File: src/rtl/motor_pwm_ramp.sv
// rtl/motor_pwm_ramp.sv - multi-channel H-bridge PWM driver with slew limiting and dead-time reversal; MOTOR_BRAKE_EN adds a short-brake input
module motor_pwm_ramp #(
  parameter int NCH          = 2,
  parameter int DW           = 8,
  parameter int PERIOD       = 100,
  parameter int STEP         = 10,
  parameter int DEAD_PERIODS = 2
) (
  input  logic              khz100,
  input  logic              rst_n,
  input  logic [NCH-1:0]    dir,
  input  logic [NCH*DW-1:0] duty,
`ifdef MOTOR_BRAKE_EN
  input  logic [NCH-1:0]    brake,
`endif
  output logic [NCH-1:0]    pin_a,
  output logic [NCH-1:0]    pin_b,
  output logic [NCH-1:0]    busy,
  output logic              period_tick
);

  localparam int DCW = (DEAD_PERIODS < 2) ? 1 : $clog2(DEAD_PERIODS + 1);
  localparam logic [DW-1:0]  LAST   = DW'(PERIOD - 1);
  localparam logic [DW-1:0]  PER_V  = DW'(PERIOD);
  localparam logic [DW-1:0]  STEP_V = DW'(STEP);
  localparam logic [DCW-1:0] DEAD_V = DCW'(DEAD_PERIODS);

  typedef enum logic [1:0] {RUN, RAMP_DOWN, DEAD} state_t;

  logic [DW-1:0] cnt;
  logic          boundary;

  assign boundary    = (cnt == LAST);
  assign period_tick = boundary;

  // Shared period counter, wraps at PERIOD-1
  always_ff @(posedge khz100) begin
    if (!rst_n)        cnt <= '0;
    else if (boundary) cnt <= '0;
    else               cnt <= cnt + 1'b1;
  end

  for (genvar i = 0; i < NCH; i++) begin : g_ch
    state_t         state, state_nx;
    logic [DW-1:0]  cur, cur_nx, tgt, toward, down, duty_i;
    logic [DCW-1:0] dcnt, dcnt_nx;
    logic           dir_cur, dir_cur_nx;
    logic           brk, level;
    logic           pa_q, pb_q, bz_q;

`ifdef MOTOR_BRAKE_EN
    assign brk = brake[i];
`else
    assign brk = 1'b0;
`endif

    assign duty_i = duty[i*DW +: DW];
    assign tgt    = (duty_i > PER_V) ? PER_V : duty_i;
    assign level  = (cnt < cur);

    // Slew-limited candidates: one step toward target, one step toward zero
    always_comb begin
      toward = tgt;
      down   = '0;
      if (STEP != 0) begin
        if (tgt >= cur) toward = ((tgt - cur) <= STEP_V) ? tgt : cur + STEP_V;
        else            toward = ((cur - tgt) <= STEP_V) ? tgt : cur - STEP_V;
        down = (cur <= STEP_V) ? '0 : cur - STEP_V;
      end
    end

    // Next-state logic, only acts on the period boundary
    always_comb begin
      state_nx   = state;
      cur_nx     = cur;
      dcnt_nx    = dcnt;
      dir_cur_nx = dir_cur;
      if (boundary) begin
        case (state)
          RUN: begin
            if (dir[i] == dir_cur) begin
              cur_nx = toward;
            end else begin
              cur_nx = down;
              if (down == '0) begin
                state_nx = DEAD;
                dcnt_nx  = DEAD_V;
              end else begin
                state_nx = RAMP_DOWN;
              end
            end
          end
          RAMP_DOWN: begin
            if (dir[i] == dir_cur) begin
              state_nx = RUN;
            end else begin
              cur_nx = down;
              if (down == '0) begin
                state_nx = DEAD;
                dcnt_nx  = DEAD_V;
              end
            end
          end
          DEAD: begin
            dcnt_nx = dcnt - 1'b1;
            if (dcnt <= DCW'(1)) begin
              state_nx   = RUN;
              dir_cur_nx = dir[i];
              cur_nx     = '0;
              dcnt_nx    = '0;
            end
          end
          default: state_nx = RUN;
        endcase
      end
    end

    // Channel state register; brake overrides everything except reset
    always_ff @(posedge khz100) begin
      if (!rst_n) begin
        state   <= RUN;
        cur     <= '0;
        dcnt    <= '0;
        dir_cur <= 1'b1;
      end else if (brk) begin
        state   <= RUN;
        cur     <= '0;
        dcnt    <= '0;
        dir_cur <= dir[i];
      end else begin
        state   <= state_nx;
        cur     <= cur_nx;
        dcnt    <= dcnt_nx;
        dir_cur <= dir_cur_nx;
      end
    end

    // Registered bridge pins and busy flag, one clock behind cnt
    always_ff @(posedge khz100) begin
      if (!rst_n) begin
        pa_q <= 1'b0;
        pb_q <= 1'b0;
        bz_q <= 1'b0;
      end else if (brk) begin
        pa_q <= 1'b1;
        pb_q <= 1'b1;
        bz_q <= 1'b0;
      end else begin
        pa_q <= (state != DEAD) &  dir_cur & level;
        pb_q <= (state != DEAD) & ~dir_cur & level;
        bz_q <= (state != RUN);
      end
    end

    assign pin_a[i] = pa_q;
    assign pin_b[i] = pb_q;
    assign busy[i]  = bz_q;
  end

endmodule

File: config.mk
export PLATFORM = sky130hd
export DESIGN_NAME = motor_pwm_ramp
export DESIGN_NICKNAME = d
export VERILOG_FILES = /design/src/rtl/motor_pwm_ramp.sv
export SDC_FILE = /design/constraint.sdc
export NUM_CORES = 1
export LEC_CHECK = 0
export CORE_UTILIZATION = 40
export DETAILED_ROUTE_END_ITERATION = 16
export RECOVER_POWER = 100
export SETUP_SLACK_MARGIN = 0.1
export SYNTH_ARGS = -nofsm -noshare
export SYNTH_HDL_FRONTEND = slang
export SYNTH_SLANG_ARGS = --single-unit
File: constraint.sdc
create_clock -name khz100 -period 5.54 [get_ports khz100]
set_input_delay 0.831 -clock khz100 [delete_from_list [all_inputs] [get_ports khz100]]
set_output_delay 0.831 -clock khz100 [all_outputs]
set_load 0.05 [all_outputs]
======== Yosys cells after proc, flatten, opt, wreduce, memory -nomap -nowiden ========
Index checks and enable logic that the tools add are counted.
word-level totals
  bits in registers ....................... 40
  bits of input ports ..................... 20
  output and inout bits ................... 7
  logic and storage cells ................. 129
cells by class
  $add $sub $neg .......................... 11
  $lt $le $gt $ge ......................... 14
  eq/ne operators ......................... 21
  multiplexer cells ....................... 36
  bitwise gates (word level) .............. 11
  reduce and logical (&&, ||, !) cells .... 21
operators with widths
  cell                                                            number
  two-way mux 8 bit                                               16
  <= comparator 8 x 4 -> 1 bit (second input constant)            6
  case mux 8 bit (3 select lines)                                 2
  subtractor 8 bit                                                4
  two-way mux 2 bit                                               14
  AND reduction 4 bit                                             6
  inequality test 2 bit (second input constant)                   10
  adder 8 x 4 -> 8 bit (second input constant)                    2
  >= comparator 8 bit                                             2
  greater-than comparator 8 x 7 -> 1 bit (second input constant)  2
  logical NOT 8 bit                                               2
  less-than comparator 8 bit                                      2
  subtractor 8 x 4 -> 8 bit (second input constant)               2
  case mux 2 bit (3 select lines)                                 2
  adder 8 x 1 -> 8 bit (second input constant)                    1
  bitwise AND 1 bit                                               8
  == test 8 x 7 -> 1 bit (second input constant)                  1
  case mux 2 bit (2 select lines)                                 2
  nonzero test 2 bit                                              4
  inequality test 3 bit (second input constant)                   2
  AND reduction 3 bit                                             2
  nonzero test 3 bit                                              2
  OR reduction 2 bit                                              3
  == test 2 x 1 -> 1 bit (second input constant)                  2
  7 further kinds                                                 15

======== Longest topological paths before layout ========
Gate-level depths: netlist of run 1.
  word-level depth ........................ 8
  depth in mapped cells ................... 17

======== Worst setup path before layout of run 1 ========
Ideal clock, no wire load.
  path kind ............................... input to register
  from .................................... input duty[12]
  to ...................................... register g_ch[1].cur[0]
  setup time .............................. 0.070 ns
  arrival time ............................ 3.873 ns
  path slack .............................. 1.596 ns
  stages .................................. 16
  path through ............................ or3_1 a31oi_1 nand2_1 inv_1 ha_1 inv_1 fa_1 a31o_1 a31oi_1 xor2_1 o211a_1 nand4b_1 mux2i_4 nor4_2 or4_1 a21oi_1
between the ends
  longest elaborated chain between the ends .. 8
  elaborated cells on any way between the ends .. 12
  those cells by class .................... add/sub (2); order compare (4); mux (6)
RTL lines
  what                                             line    source
  from (decl)                                      12      input logic [NCH*DW-1:0] duty,
  greater-than comparator 8 x 7 -> 1 bit           58      assign tgt = (duty_i > PER_V) ? PER_V : duty_i;
  two-way mux 8 bit *                              58
  subtractor 8 bit (on tied branches)              67, 66
  <= comparator 8 x 4 -> 1 bit (on tied branches)  67, 66
  two-way mux 8 bit (on tied branches)             67, 66
  two-way mux 8 bit *                              66      if (tgt >= cur) toward = ((tgt - cur) <= STEP_V) ? tgt : cur + STEP_V;
  two-way mux 8 bit *                              81      if (dir[i] == dir_cur) begin
  case mux 8 bit (3 select lines) *                79      case (state)
  to (signal assigned)                             132     cur <= cur_nx;
  to (decl)                                        45      logic [DW-1:0] cur, cur_nx, tgt, toward, down, duty_i;
Mark *: on every way between the ends. The rest lies on a longest branch, timed or not.
A chain may end at the register's enable or synchronous reset.

======== Worst setup path after layout of run 1 ========
Ends and elaborated chain as after synthesis.

==> run summary, run 1 <==
Outcome - finished, violations left
Failing checks - design-rule violations
WP data required - 5750 ps
Area grow syn2layout - 9.75%
Comb power frac - 21.3%
Cells after synthesis - 643
Inserted Diodes - 0
CTS tree - built
Cell Rows - 39
Fmax - 0.207 GHz
Synth Area per Inst - 7.42 sq um
H-tree depth - 2
CP arrival - 5050 ps
Hold wc startpoint - g_ch[1].dcnt[0]
Static leakage - 2.01 nW
Flops & latches, synth - 40
Met2 wire length - 5680 um
Die Area - 12400 sq um
Main synth FF type - dfxtp_1
Reg2Reg Depth - 11
Crit-path max FO - 7
Slew margin rel. - 11.1%
Clock root buffer - clkbuf_16
Gp weighted congestion - 0.931
R2r setup slk - 1760 ps
Fillers - 1191
CP Launch Type - primary input
Period utilization - 87.3%
Switching pwr - 0.226 mW
CTS max path bufs - 2
Reg-to-reg endpoint - g_ch[1].cur[0]
Post-CTS setup buffer count - 0
Post-synth top area share - 16.8%
Core area - 11500 sq um
All-Layer GR Usage - 21.2%
WL met3 - 602 um
Hold Crit Class - flop to flop
WHS Endpoint - g_ch[1].dcnt[0]
Placed Area - 5090 sq um
Clock transition at path regs - 60 ps
Critical Path Sink Type - flop
Worst-Margin Slew - 1330 ps
Hold Vio Cnt, Final - 0
Synth async-reset ratio - 0%
Top cells by count, synth - ha_1, nand2_1, a21oi_1, inv_1
Yosys top cell by area - dfxtp_1
# IOs - 27
Antenna violations before repair - 0
Average wire per standard cell - 16.2 um
Die Span Y - 111 um
Die width - 111 um
Largest net degree at the start of global routing - 26
Met1 Wirelength - 6320 um
Setup crit start - duty[12]
Clock Sink Count - 40
Top-count cell post-synth - ha_1
Starting Density - 41.4%
YS warnings - 0
Synth area leaders - dfxtp_1, ha_1, xnor2_1
Layout cells sized above 1 - 3.39%
Cts hold-fix bufs - 0
Clock latency on the worst-skew pair - 290 ps
Total power - 0.803 mW
Reg power frac - 36.7%
Period minus WS final - 4840 ps
Core Util, Final - 45.5%
Critical register-to-register path startpoint - g_ch[1].cur[1]
Final setup fails - 0
Vias per Instance - 5.96
Vias in the first global route - 4455
Clock power share - 42.0%
Hold depth - 2
CTS Buf Count - 5
Hpwl dp - 9910 um
Clock Skew - 8.65 ps
Routed Antenna Nets - 0
# DRC - 2
WS Path Type - primary input to flop
Sw Ratio - 28.2%
Initial DRC Count - 429
Max-cap violations - 0
Final Cell Area - 5240 sq um
NumNets Final - 728
Final slew viol count - 0
Post_cts resized - 0
DR pass1 iterations - 13
Gr ovfl total - 0
Cell variety after synth - 74
Pwr Density - 153 nW/um^2
Via count - 4724
TNS Setup - 0 ps
# port buffers - 26
WL final - 12800 um
Post-synth EDFFs - 0
RSZ-0062 raised after global routing - no
Max VDD drop - 0.000166 V
Internal cell power - 0.576 mW
Mapped Area - 4770 sq um
Post-synthesis sequential area ratio - 16.8%
Highest Signal Layer - met4
First-pass GRT wire length - 21700 um
cell families after synthesis:
logic type	after synthesis	share of synthesized area, %
buffers and inverters	85	7.31
adder cells (fa/ha/maj)	60	16.4
AND/OR/NAND/NOR	204	21.7
AO/OA/AOI/OAI	204	28.3
multiplexers	8	1.99
flip-flops	40	16.8
XOR/XNOR	41	7.52
other	1	0.0786
stage by stage:
step	hold slack, ps	std cells	worst slack (ps)
final	482	792	702
after global routing	523	792	448
after CTS	467	792	1050
after detailed placement	461	784	753
after global placement	445	784	881
after floorplan	436	644	1600
flip-flops by register name, indices dropped and copies added (netlist names):
register / cells
cnt: 8
g_ch.bz_q: 2
g_ch.cur: 16
g_ch.dcnt: 4
g_ch.dir_cur: 2
g_ch.pa_q: 2
g_ch.pb_q: 2
g_ch.state: 4
area by class of cell:
| type | count | area (sq um) | share of cell area, % |
|---|---|---|---|
| Clock buffer | 5 | 125 | 2.39 |
| Clock inverter | 3 | 42.5 | 0.812 |
| Inverter | 53 | 199 | 3.80 |
| Multi-Input combinational cell | 519 | 3620 | 69.0 |
| Sequential cell | 40 | 801 | 15.3 |
| Tap cell | 143 | 179 | 3.42 |
| Timing Repair Buffer | 29 | 275 | 5.25 |
power by group through the flow:
stage	Combinational [mW]	Sequential (mW)	Clock (mW)
after global routing	0.190	0.295	0.356
after floorplan	0.125	0.300	0
after global placement	0.170	0.301	0
after CTS	0.174	0.294	0.345
after detailed placement	0.172	0.301	0
final	0.171	0.295	0.337
placed cells by master (no fill, tap or decap), types with 4 or more instances in the layout:
cell / count
nand2_1: 54
nand2b_1: 13
a31oi_1: 13
clkdlybuf4s50_1: 16
or3_1: 9
clkbuf_16: 5
inv_1: 49
and2_1: 5
nand3_1: 20
nor2_1: 40
dlygate4sd3_1: 10
fa_1: 4
a211o_1: 5
a21o_1: 14
a211oi_1: 5
nor3b_1: 7
xor2_1: 10
nand4_1: 8
nor3_1: 12
o221ai_1: 4
a21oi_1: 53
ha_1: 56
o211ai_1: 13
nor2b_1: 10
xnor2_1: 31
and3_1: 5
o21ai_1: 7
dfxtp_1: 40
mux2i_1: 5
o31ai_1: 4
a221oi_1: 9
o21ai_0: 36
how the worst max path moves through the flow:
stage | end
after floorplan | g_ch[1].cur[0]
after global routing | g_ch[1].cur[2]
after global placement | g_ch[1].cur[0]
after CTS | g_ch[1].cur[0]
final | g_ch[1].cur[0]
after detailed placement | g_ch[1].cur[0]
routing by layer:
| layer | vias up | global-route usage, % |
|---|---|---|
| met2 | 147 | 33.4 |
| met4 | 0 | 7.57 |
| met3 | 20 | 2.73 |
| met1 | 2228 | 29.6 |
| met5 | - | 0 |
| li1 | 2329 | - |
worst max-delay path, cell delays in order:
cell and delay, ps:
dlygate4sd3_1 560, or3_1 370, a31oi_1 290, nand2_1 170, inv_1 180, ha_1 290
nand2b_1 90, a21oi_1 120, a221oi_1 340, xnor2_1 110, or4_1 640, mux2i_4 290
nor4_2 70, or4_1 530, a21oi_1 160
Note: power is estimated with default switching activity, not from simulation.
==> run 2: changes to the inputs <==
--- a/config.mk
+++ b/config.mk
@@ -5,6 +5,7 @@
 export SDC_FILE = /design/constraint.sdc
 export NUM_CORES = 1
 export LEC_CHECK = 0
+export CORE_MARGIN = 2
 export CORE_UTILIZATION = 40
 export DETAILED_ROUTE_END_ITERATION = 16
 export RECOVER_POWER = 100
==> run 2 against run 1 <==
Compared with the run above: the flow still finishes with violations (design-rule violations); combinational power about the same; sequential share of layout area about the same; register-to-register slack worse by 90 ps; via count down 1.5%; non-clock buffer count unchanged; critical path type unchanged.
==> run summary, run 2 (synthesis gave the netlist of run 1 again) <==
Average wire per standard cell - 16.3 um (was 16.2 um)
Hold Vio Cnt, Final - 0 (unchanged)
Clock transition at path regs - 70 ps (was 60 ps)
WS Path Type - primary input to flop (unchanged)
Clock power share - 42.1% (was 42.0%)
Routed Antenna Nets - 0 (unchanged)
Clock latency on the worst-skew pair - 290 ps (about the same)
Clock Skew - 8.52 ps (was 8.65 ps)
Internal cell power - 0.577 mW (was 0.576 mW)
Hpwl dp - 9770 um (was 9910 um)
Area grow syn2layout - 9.62% (was 9.75%)
Clock Sink Count - 40 (unchanged)
Final slew viol count - 0 (unchanged)
CP Launch Type - primary input (unchanged)
Hold depth - 2 (unchanged)
Setup crit start - duty[12] (unchanged)
NumNets Final - 728 (unchanged)
Post_cts resized - 0 (unchanged)
All-Layer GR Usage - 20.0% (was 21.2%)
Clock root buffer - clkbuf_16 (unchanged)
Largest registers - g_ch.cur x16, cnt x8 (unchanged)
Inserted Diodes - 0 (unchanged)
Switching pwr - 0.225 mW (was 0.226 mW)
Sequential cell area - 801 sq um (unchanged)
Comb power frac - 21.2% (was 21.3%)
Critical register-to-register path startpoint - g_ch[1].cur[2] (was g_ch[1].cur[1])
Gp weighted congestion - 0.917 (was 0.931)
Critical Path Sink Type - flop (unchanged)
WL final - 12900 um (was 12800 um)
# DRC - 1 (was 2)
First-pass GRT wire length - 21300 um (was 21700 um)
Reg2Reg Depth - 11 (unchanged)
Final setup fails - 0 (unchanged)
Vias per Instance - 5.88 (was 5.96)
Max-cap violations - 0 (unchanged)
Period minus WS final - 4900 ps (was 4840 ps)
Cell Rows - 39 (unchanged)
Initial DRC Count - 421 (was 429)
RSZ-0062 raised after global routing - no (unchanged)
Most common cell after layout, fill and taps aside - ha_1 (unchanged)
Hold wc startpoint - g_ch[1].dcnt[0] (unchanged)
Layout cells sized above 1 - 3.39% (unchanged)
Hold Crit Class - flop to flop (unchanged)
CTS tree - built (unchanged)
Footprint of the multi-input gates - 3610 sq um (was 3620 sq um)
Die width - 113 um (was 111 um)
Die Span Y - 113 um (was 111 um)
Vias in the first global route - 4361 (was 4455)
Top reg by flops - g_ch.cur (unchanged)
Period utilization - 88.5% (was 87.3%)
Pwr Density - 153 nW/um^2 (about the same)
CTS Buf Count - 5 (unchanged)
Max reg flops - 16 (unchanged)
Static leakage - 2.01 nW (about the same)
# IOs - 27 (unchanged)
Antenna violations before repair - 0 (unchanged)
Gr ovfl total - 0 (unchanged)
H-tree depth - 2 (unchanged)
Slew margin rel. - 12.1% (was 11.1%)
WP data required - 5750 ps (about the same)
Via count - 4655 (was 4724)
Die Area - 12800 sq um (was 12400 sq um)
# port buffers - 26 (unchanged)
Failing checks - design-rule violations (unchanged)
Max VDD drop - 0.000117 V (was 0.000166 V)
TNS Setup - 0 ps (unchanged)
Fmax - 0.204 GHz (was 0.207 GHz)
Reg power frac - 36.7% (about the same)
Fillers - 1173 (was 1191)
CP arrival - 5110 ps (was 5050 ps)
Core area - 11500 sq um (unchanged)
Crit-path max FO - 7 (unchanged)
Post-CTS setup buffer count - 0 (unchanged)
Starting Density - 41.4% (unchanged)
Outcome - finished, violations left (unchanged)
DR pass1 iterations - 12 (was 13)
Worst-Margin Slew - 1320 ps (was 1330 ps)
Most frequent cells in the layout - ha_1, nand2_1, a21oi_1, inv_1 (unchanged)
Sw Ratio - 28.1% (was 28.2%)
CTS max path bufs - 2 (unchanged)
Core Util, Final - 45.4% (was 45.5%)
Cts hold-fix bufs - 0 (unchanged)
Largest net degree at the start of global routing - 26 (unchanged)
[run 2: changes by cell type in the layout (fill, tap and decap cells not counted), sizes merged]
cell	delta
clkbuf	+1
clkdlybuf4s50	-1
clkinvlp	-1
dlygate4sd3	+1
[run 2: per-stage QoR]
stage	total power, mW	setup slack (ps)	std cells	hold slack, ps	cell area, sq um
after detailed placement	0.473	731	784	455	5090
after CTS	0.809	1030	792	465	5250
after global routing	0.836	412	792	507	5230
after global placement	0.471	892	784	447	5090
after floorplan	0.425	1600	644	436	4780
final	0.802	637	792	481	5230
[run 2: path summary, 6_finish.rpt]
check | end | slack (ps)
hold reg to reg | g_ch[1].dcnt[0] | 480
setup reg to reg | g_ch[1].cur[0] | 1670
hold / removal | g_ch[1].dcnt[0] | 480
setup / recovery | g_ch[1].cur[0] | 640
[run 2: critical path, stage by stage]
cell and delay, ps:
dlygate4sd3_1 570, or3_1 370, a31oi_1 250, nand2_1 110, inv_1 100, ha_1 160
inv_1 50, fa_1 420, a31o_1 200, a31oi_1 180, xor2_1 160, o211a_1 160
nand4b_1 190, mux2i_1 550, nor4_2 90, or4_1 540, a21oi_1 160
[run 2: layout make-up]
type | count | share of cell area, %
clock buffer | 6 | 2.46
clock inverter | 2 | 0.670
inverter | 53 | 3.80
multi-input combinational | 519 | 69.1
sequential | 40 | 15.3
tap | 143 | 3.42
timing repair buffer | 29 | 5.26
[run 2: per-layer routing]
| metal | global-route usage (%) | up-vias | part of all wire (%) |
|---|---|---|---|
| li1 | - | 2319 | - |
| met3 | 2.14 | 16 | 4.9 |
| met2 | 32.4 | 138 | 45 |
| met1 | 28.4 | 2182 | 49 |
| met5 | 0 | - | 0 |
| met4 | 5.28 | 0 | 1.3 |
[run 2: power by group through the flow]
| stage | clock (mW) | sequential, mW | combinational, mW |
|---|---|---|---|
| after detailed placement | 0 | 0.301 | 0.172 |
| after floorplan | 0 | 0.300 | 0.125 |
| after global placement | 0 | 0.301 | 0.170 |
| final | 0.337 | 0.294 | 0.170 |
| after global routing | 0.353 | 0.295 | 0.188 |
| after CTS | 0.342 | 0.295 | 0.172 |
